## src/rtl/mau_pkg.sv

```systemverilog
// mau_pkg: shared types and helpers for the memory access unit.
//   size_e  - access size encoding carried on req_size
//   state_e - control FSM states of mem_access_unit
//   is_misaligned() - alignment rule for a given size and byte offset
package mau_pkg;

  typedef enum logic [1:0] {
    SZ_BYTE = 2'd0,
    SZ_HALF = 2'd1,
    SZ_WORD = 2'd2,
    SZ_ILL  = 2'd3
  } size_e;

  typedef enum logic [2:0] {
    IDLE  = 3'd0,
    LOAD  = 3'd1,
    MERGE = 3'd2,
    WRITE = 3'd3,
    ERR   = 3'd4
  } state_e;

  // Bytes are always aligned; halfwords need addr[0] = 0; words need addr[1:0] = 0.
  // The illegal size is reported separately, so it is not flagged here.
  function automatic logic is_misaligned(input logic [1:0] size, input logic [1:0] offset);
    logic mis;
    case (size)
      SZ_HALF: mis = offset[0];
      SZ_WORD: mis = (offset != 2'b00);
      default: mis = 1'b0;
    endcase
    return mis;
  endfunction

endpackage

```

## src/rtl/mau_lane_align.sv

```systemverilog
// mau_lane_align: purely combinational little-endian lane handling.
//   i_word     - word read from memory
//   i_offset   - byte offset within the word (addr[1:0])
//   i_size     - access size (size_e encoding)
//   i_unsigned - zero-extend loads instead of sign-extend
//   i_wdata    - right-justified store data
//   o_rdata    - extracted and extended load result
//   o_merged   - i_word with the addressed lane replaced by store data
module mau_lane_align
  import mau_pkg::*;
(
  input  logic [31:0] i_word,
  input  logic [1:0]  i_offset,
  input  logic [1:0]  i_size,
  input  logic        i_unsigned,
  input  logic [31:0] i_wdata,
  output logic [31:0] o_rdata,
  output logic [31:0] o_merged
);

  logic [7:0]  w_byte;
  logic [15:0] w_half;

  // Select the addressed byte and halfword lanes
  always_comb begin
    w_byte = 8'h00;
    case (i_offset)
      2'd0:    w_byte = i_word[7:0];
      2'd1:    w_byte = i_word[15:8];
      2'd2:    w_byte = i_word[23:16];
      2'd3:    w_byte = i_word[31:24];
      default: w_byte = 8'h00;
    endcase
    if (i_offset[1]) begin
      w_half = i_word[31:16];
    end else begin
      w_half = i_word[15:0];
    end
  end

  // Extend the selected lane to a full load result
  always_comb begin
    o_rdata = 32'h0000_0000;
    case (i_size)
      SZ_BYTE: begin
        if (i_unsigned) begin
          o_rdata = {24'h00_0000, w_byte};
        end else begin
          o_rdata = {{24{w_byte[7]}}, w_byte};
        end
      end
      SZ_HALF: begin
        if (i_unsigned) begin
          o_rdata = {16'h0000, w_half};
        end else begin
          o_rdata = {{16{w_half[15]}}, w_half};
        end
      end
      SZ_WORD: o_rdata = i_word;
      default: o_rdata = 32'h0000_0000;
    endcase
  end

  // Replace the addressed lane with the low bits of the store data
  always_comb begin
    o_merged = i_word;
    case (i_size)
      SZ_BYTE: begin
        case (i_offset)
          2'd0:    o_merged = {i_word[31:8], i_wdata[7:0]};
          2'd1:    o_merged = {i_word[31:16], i_wdata[7:0], i_word[7:0]};
          2'd2:    o_merged = {i_word[31:24], i_wdata[7:0], i_word[15:0]};
          2'd3:    o_merged = {i_wdata[7:0], i_word[23:0]};
          default: o_merged = i_word;
        endcase
      end
      SZ_HALF: begin
        if (i_offset[1]) begin
          o_merged = {i_wdata[15:0], i_word[15:0]};
        end else begin
          o_merged = {i_word[31:16], i_wdata[15:0]};
        end
      end
      SZ_WORD: o_merged = i_wdata;
      default: o_merged = i_word;
    endcase
  end

endmodule

```

## src/rtl/mem_access_unit.sv

```systemverilog
// mem_access_unit: load/store front-end between execute and a word-wide memory
// (combinational read, synchronous word write, no byte enables).
//   clk, reset            - core clock, asynchronous active-low reset
//   req_*                 - valid/ready access request (accepted only in IDLE)
//   resp_valid/rdata/error- single-cycle completion pulse with load data or error
//   mem_*                 - word-aligned memory read and write ports
// Sub-word stores are read-modify-write: MERGE reads and patches the word, WRITE
// stores it. Errors (misalignment, size 3, out of range) never touch memory.
module mem_access_unit
  import mau_pkg::*;
#(
  parameter int MEM_BYTES = 1024,
  parameter int DATA_W    = 32
) (
  input  logic              clk,
  input  logic              reset,
  input  logic              req_valid,
  output logic              req_ready,
  input  logic              req_write,
  input  logic [1:0]        req_size,
  input  logic              req_unsigned,
  input  logic [31:0]       req_addr,
  input  logic [DATA_W-1:0] req_wdata,
  output logic              resp_valid,
  output logic [DATA_W-1:0] resp_rdata,
  output logic              resp_error,
  output logic [31:0]       mem_readaddr,
  input  logic [DATA_W-1:0] mem_readdata,
  output logic [31:0]       mem_writeaddr,
  output logic [DATA_W-1:0] mem_writedata,
  output logic              mem_writeenable
);

  state_e      r_state;
  state_e      w_next_state;
  logic [31:0] r_addr;
  logic [1:0]  r_size;
  logic        r_unsigned;
  logic        r_write;
  logic [31:0] r_wdata;

  logic        w_accept;
  logic        w_req_err;
  logic [31:0] w_word_addr;
  logic [31:0] w_rdata;
  logic [31:0] w_merged;

  assign w_accept    = req_valid && (r_state == IDLE);
  assign w_req_err   = (req_size == SZ_ILL) ||
                       is_misaligned(req_size, req_addr[1:0]) ||
                       (req_addr >= 32'(MEM_BYTES));
  assign w_word_addr = {r_addr[31:2], 2'b00};

  mau_lane_align u_lane_align (
    .i_word     (mem_readdata),
    .i_offset   (r_addr[1:0]),
    .i_size     (r_size),
    .i_unsigned (r_unsigned),
    .i_wdata    (r_wdata),
    .o_rdata    (w_rdata),
    .o_merged   (w_merged)
  );

  // Control state register; reset aborts any in-flight RMW before its write
  always_ff @(posedge clk or negedge reset) begin
    if (!reset) begin
      r_state <= IDLE;
    end else begin
      r_state <= w_next_state;
    end
  end

  // Request latches; in MERGE the data latch is reused to hold the patched word
  always_ff @(posedge clk or negedge reset) begin
    if (!reset) begin
      r_addr     <= 32'h0000_0000;
      r_size     <= 2'b00;
      r_unsigned <= 1'b0;
      r_write    <= 1'b0;
      r_wdata    <= 32'h0000_0000;
    end else if (w_accept) begin
      r_addr     <= req_addr;
      r_size     <= req_size;
      r_unsigned <= req_unsigned;
      r_write    <= req_write;
      r_wdata    <= req_wdata;
    end else if (r_state == MERGE) begin
      r_wdata    <= w_merged;
    end
  end

  // Next-state selection; error checks are made on the request at accept time
  always_comb begin
    w_next_state = r_state;
    case (r_state)
      IDLE: begin
        if (req_valid) begin
          if (w_req_err) begin
            w_next_state = ERR;
          end else if (!req_write) begin
            w_next_state = LOAD;
          end else if (req_size == SZ_WORD) begin
            w_next_state = WRITE;
          end else begin
            w_next_state = MERGE;
          end
        end else begin
          w_next_state = IDLE;
        end
      end
      LOAD:    w_next_state = IDLE;
      MERGE:   w_next_state = WRITE;
      WRITE:   w_next_state = IDLE;
      ERR:     w_next_state = IDLE;
      default: w_next_state = IDLE;
    endcase
  end

  // Output decode from the state register (drops immediately on reset)
  always_comb begin
    req_ready       = 1'b0;
    resp_valid      = 1'b0;
    resp_error      = 1'b0;
    resp_rdata      = 32'h0000_0000;
    mem_readaddr    = 32'h0000_0000;
    mem_writeaddr   = 32'h0000_0000;
    mem_writedata   = 32'h0000_0000;
    mem_writeenable = 1'b0;
    case (r_state)
      IDLE: req_ready = 1'b1;
      LOAD: begin
        mem_readaddr = w_word_addr;
        resp_valid   = 1'b1;
        if (!r_write) begin
          resp_rdata = w_rdata;
        end else begin
          resp_rdata = 32'h0000_0000;
        end
      end
      MERGE: mem_readaddr = w_word_addr;
      WRITE: begin
        mem_writeaddr   = w_word_addr;
        mem_writedata   = r_wdata;
        mem_writeenable = 1'b1;
        resp_valid      = 1'b1;
      end
      ERR: begin
        resp_valid = 1'b1;
        resp_error = 1'b1;
      end
      default: req_ready = 1'b0;
    endcase
  end

endmodule

```

## config.mk

```make
export PLATFORM = sky130hd
export DESIGN_NAME = mem_access_unit
export DESIGN_NICKNAME = d
export VERILOG_FILES = /design/src/rtl/mau_pkg.sv /design/src/rtl/mau_lane_align.sv /design/src/rtl/mem_access_unit.sv
export SDC_FILE = /design/constraint.sdc
export NUM_CORES = 1
export LEC_CHECK = 0
export CAP_MARGIN = 20
export CORE_ASPECT_RATIO = 1.25
export CORE_UTILIZATION = 38
export DETAILED_ROUTE_END_ITERATION = 10
export PLACE_DENSITY = 0.88
export SLEW_MARGIN = 20
export SYNTH_ARGS = -nofsm -noshare
export SYNTH_HDL_FRONTEND = slang
export SYNTH_SLANG_ARGS = --single-unit
```

## constraint.sdc

```tcl
create_clock -name clk -period 2 [get_ports clk]
set_input_delay 0.4 -clock clk [delete_from_list [all_inputs] [get_ports clk]]
set_output_delay 0.4 -clock clk [all_outputs]
set_load 0.03 [all_outputs]
```

==> impl_metrics.toml <==
[run_status]
status = "complete, but fails checks"
violations = "setup timing"

[setup_path]
cp.arrival_ns = 2.20
endpoint_kind = "output pin"
path_buf_inv = 3
reg2reg_to = "r_wdata[18]"
start_kind = "flop"
path_max_fanout = 8
cpMaxStageDelayCell = "mux4_2"
max_stage_delay_ns = 0.57
critical_path_required_ns = 1.60
reg2regPathDepth = 8
critPathTopFamily = "multiplexers"
crit_chain = "mux4_2, nor2_4, nor4b_4, buf_4, clkbuf_16, a21o_4, buf_6"
r2r-start = "r_addr[1]"
path_class = "reg -> out"
ff2ff_setup_slack_ns = -0.15

[min_path]
hold_path.startpoint = "r_wdata[23]"
min_path_type = "reg -> reg"
whs_path_depth = 2
whs_endpoint = "r_wdata[23]"

[pwr]
p_comb_share_pct = 32.5
powerDensity_mw_per_mm2 = 499
ir_drop_mv = 0.428
p_int_mw = 3.32
switchingPower_mw = 1.70
power_mw = 5.02
power.clock.fraction_pct = 30.3
seqPwrFrac_pct = 37.2
leakage_nw = 4.78
swShare_pct = 33.9

[placement]
port_buffers = 230
hpwl_um = 14000
place.gp.congestion = 0.956
dpl_cell_area_mm2 = 0.00795
place_inst = 1054

[global_routing]
grt_max_degree = 43
grt-ovfl-total = 0
grt.total_usage_pct = 33.1
grt_pass1_vias = 6622
grt_pass1_wl_um = 35700
antenna_found_initial = 0

[timing]
fin_crit_sh_pct = 130
rsz0062_at_grt = "true"
setup_viol = 134
fin_crit_ns = 2.60
report.final.slew_viol_count = 0
fmax_mhz = 384
hold_viol = 0
fin_ws_ns = -0.603
fin_worst_skew_ns = 0.00810
whs_ns = 0.482

[routing]
drt_iter0_markers = 602
detail-route-antenna-nets = 0
drcViolationCount = 0
via_per_inst = 5.84
wire_per_inst_um = 21.8
wl_um = 24600
first_pass_iters = 5
vias = 6568

[cts]
clk_path_buf_depth = 2
cts-root-buf = "clkbuf_16"
cts.sinks = 71
cts_made_buffers = 9
tritoncts = "built"
clk_pin_slew_worst_paths_ns = 0.06
clkLatencyLatePin_ns = 0.34
cts_max_level = 3

[floorplanning]
die_x_um = 105
io_pins = 235
die_h_um = 131
rows = 46
core-area_mm2 = 0.0128
dieArea_mm2 = 0.0138
initial_core_util_pct = 39.5

[synth]
synth_seq_area_share_pct = 35.0
ys_seq_elements = 71
ys_async_sr_fraction_pct = 100
avgSynthCellArea_um2 = 8.04
synthCells = 631
ys_warn_count = 0
netlist_area_mm2 = 0.00507
synthDistinctLibCells = 50
ys.flop_type = "dfrtp_1"
synth-edff-count = 0

[layout]
fin_util_pct = 78.3
antenna_cells = 0
final_common_cell = "nand2_1"
syn_to_final_growth_pct = 98.2
fin_area_mm2 = 0.0101
drive_gt1_share_pct = 46.0
stdcell_count = 1124
nNetsFinal = 1057
final_cell_mix = "150 x nand2_1, 142 x buf_6, 97 x clkdlybuf4s50_1"

[run]
maxCapViolCount = 0
## timing repair
item | in CTS | in global routing
pin swaps | 45 | 17
endpoints found under the hold margin | 19 | 0
gates resized for setup | 268 | 69
buffers inserted | 32 | 12
setup endpoints to repair | 145 | 187
hold buffers | 1 | 0
gates cloned | 17 | 3
## sequential cells by signal (all words and copies together), names as in the netlist
register    cells
r_addr         32
r_size          2
r_state         3
r_unsigned      1
r_wdata        32
r_write         1
## kinds of logic (layout without fill, tap and decap cells)
family                   after synthesis  after routing  share of synthesized area, %
other                                  1              4                        0.0739
AO/OA/AOI/OAI                        152            152                          20.0
buffers and inverters                 59            381                          5.43
adder cells (fa/ha/maj)                3              3                         0.740
XOR/XNOR                               1              1                         0.173
flip-flops                            71             71                          35.0
AND/OR/NAND/NOR                      313            313                          32.0
multiplexers                          31             31                          6.56
## Yosys cell counts, types with 2 or more instances
master / count / area, µm²
a32o_1: 6 / 60.1
ha_1: 3 / 37.5
nand2_1: 152 / 571
clkbuf_1: 30 / 113
buf_2: 13 / 65.1
o21ai_0: 58 / 290
o21ai_1: 2 / 10.0
nand3b_1: 4 / 30.0
o31ai_1: 4 / 30.0
a21oi_1: 10 / 50.1
buf_4: 6 / 45.0
dfrtp_1: 71 / 1780
nand2b_1: 3 / 18.8
a21oi_2: 2 / 17.5
nor4_1: 5 / 31.3
buf_6: 2 / 22.5
or2_2: 2 / 12.5
and3_1: 20 / 125
nor3_1: 3 / 15.0
inv_1: 6 / 22.5
a2111o_1: 2 / 22.5
mux2i_1: 22 / 220
nor4b_4: 2 / 47.6
a22o_1: 10 / 87.6
mux2_2: 8 / 90.1
nor2_1: 14 / 52.6
nand3_1: 4 / 20.0
and2_1: 93 / 582
nor3b_2: 2 / 25.0
o221ai_1: 6 / 52.6
nor3b_1: 2 / 15.0
a31o_2: 2 / 17.5
a211oi_1: 12 / 90.1
a22oi_1: 18 / 135
a21o_1: 16 / 120
buf_1: 2 / 7.51
## cell type report
class | instances | area, µm²
repair buffers | 359 | 4100
well taps | 168 | 210
clock buffers | 10 | 239
clock inverters | 6 | 36.3
inverters | 6 | 22.5
multi-input cells | 504 | 3670
flip-flops and latches | 71 | 1780
fillers | 712 | 2780
## stage by stage
stage,worst slack (ns),setup TNS [ns]
global route,-0.629,-44.08
finish,-0.603,-39.32
floorplan,-0.235,-6.39
CTS,-0.514,-38.62
detailed placement,-0.872,-21.74
global placement,-0.794,-19.60
## worst register-to-register path, delay by kind of cell, from the launching register on
| kind | cells | cell delay (ns) |
|---|---|---|
| buf+inv | 4 | 0.67 |
| compound gates | 2 | 0.58 |
| flops | 1 | 0.43 |
| simple gates | 2 | 0.31 |
## routing by layer
metal / GRT usage, % / vias to the layer above / wire length, µm / share of wire [%]
li1: - / 2840 / - / -
met1: 37.8 / 3106 / 8620 / 35
met2: 57.6 / 474 / 12300 / 50
met3: 5.51 / 148 / 1970 / 8.0
met4: 19.4 / 0 / 1630 / 6.6
met5: 0 / - / 0 / 0
## power by group through the flow
stage | registers [mW] | logic (mW) | clock network (mW)
6_report | 1.87 | 1.63 | 1.52
5_1_grt | 1.88 | 1.73 | 1.58
4_1_cts | 1.83 | 1.45 | 1.52
3_5_place_dp | 1.84 | 1.30 | 0
3_3_place_gp | 1.83 | 1.27 | 0
2_1_floorplan | 1.77 | 0.708 | 0
## how the worst max path moves through the flow
stage	from	to	slack, ns	cells after the start
6_report	r_addr[1]	resp_rdata[23]	-0.60	7
3_5_place_dp	mem_readdata[31]	resp_rdata[18]	-0.87	6
5_1_grt	r_state[2]	resp_rdata[18]	-0.63	8
3_3_place_gp	mem_readdata[31]	resp_rdata[22]	-0.79	6
4_1_cts	r_state[2]	resp_rdata[30]	-0.51	7
2_1_floorplan	r_state[2]	resp_rdata[10]	-0.23	6
(Power assumes the default switching activity.)
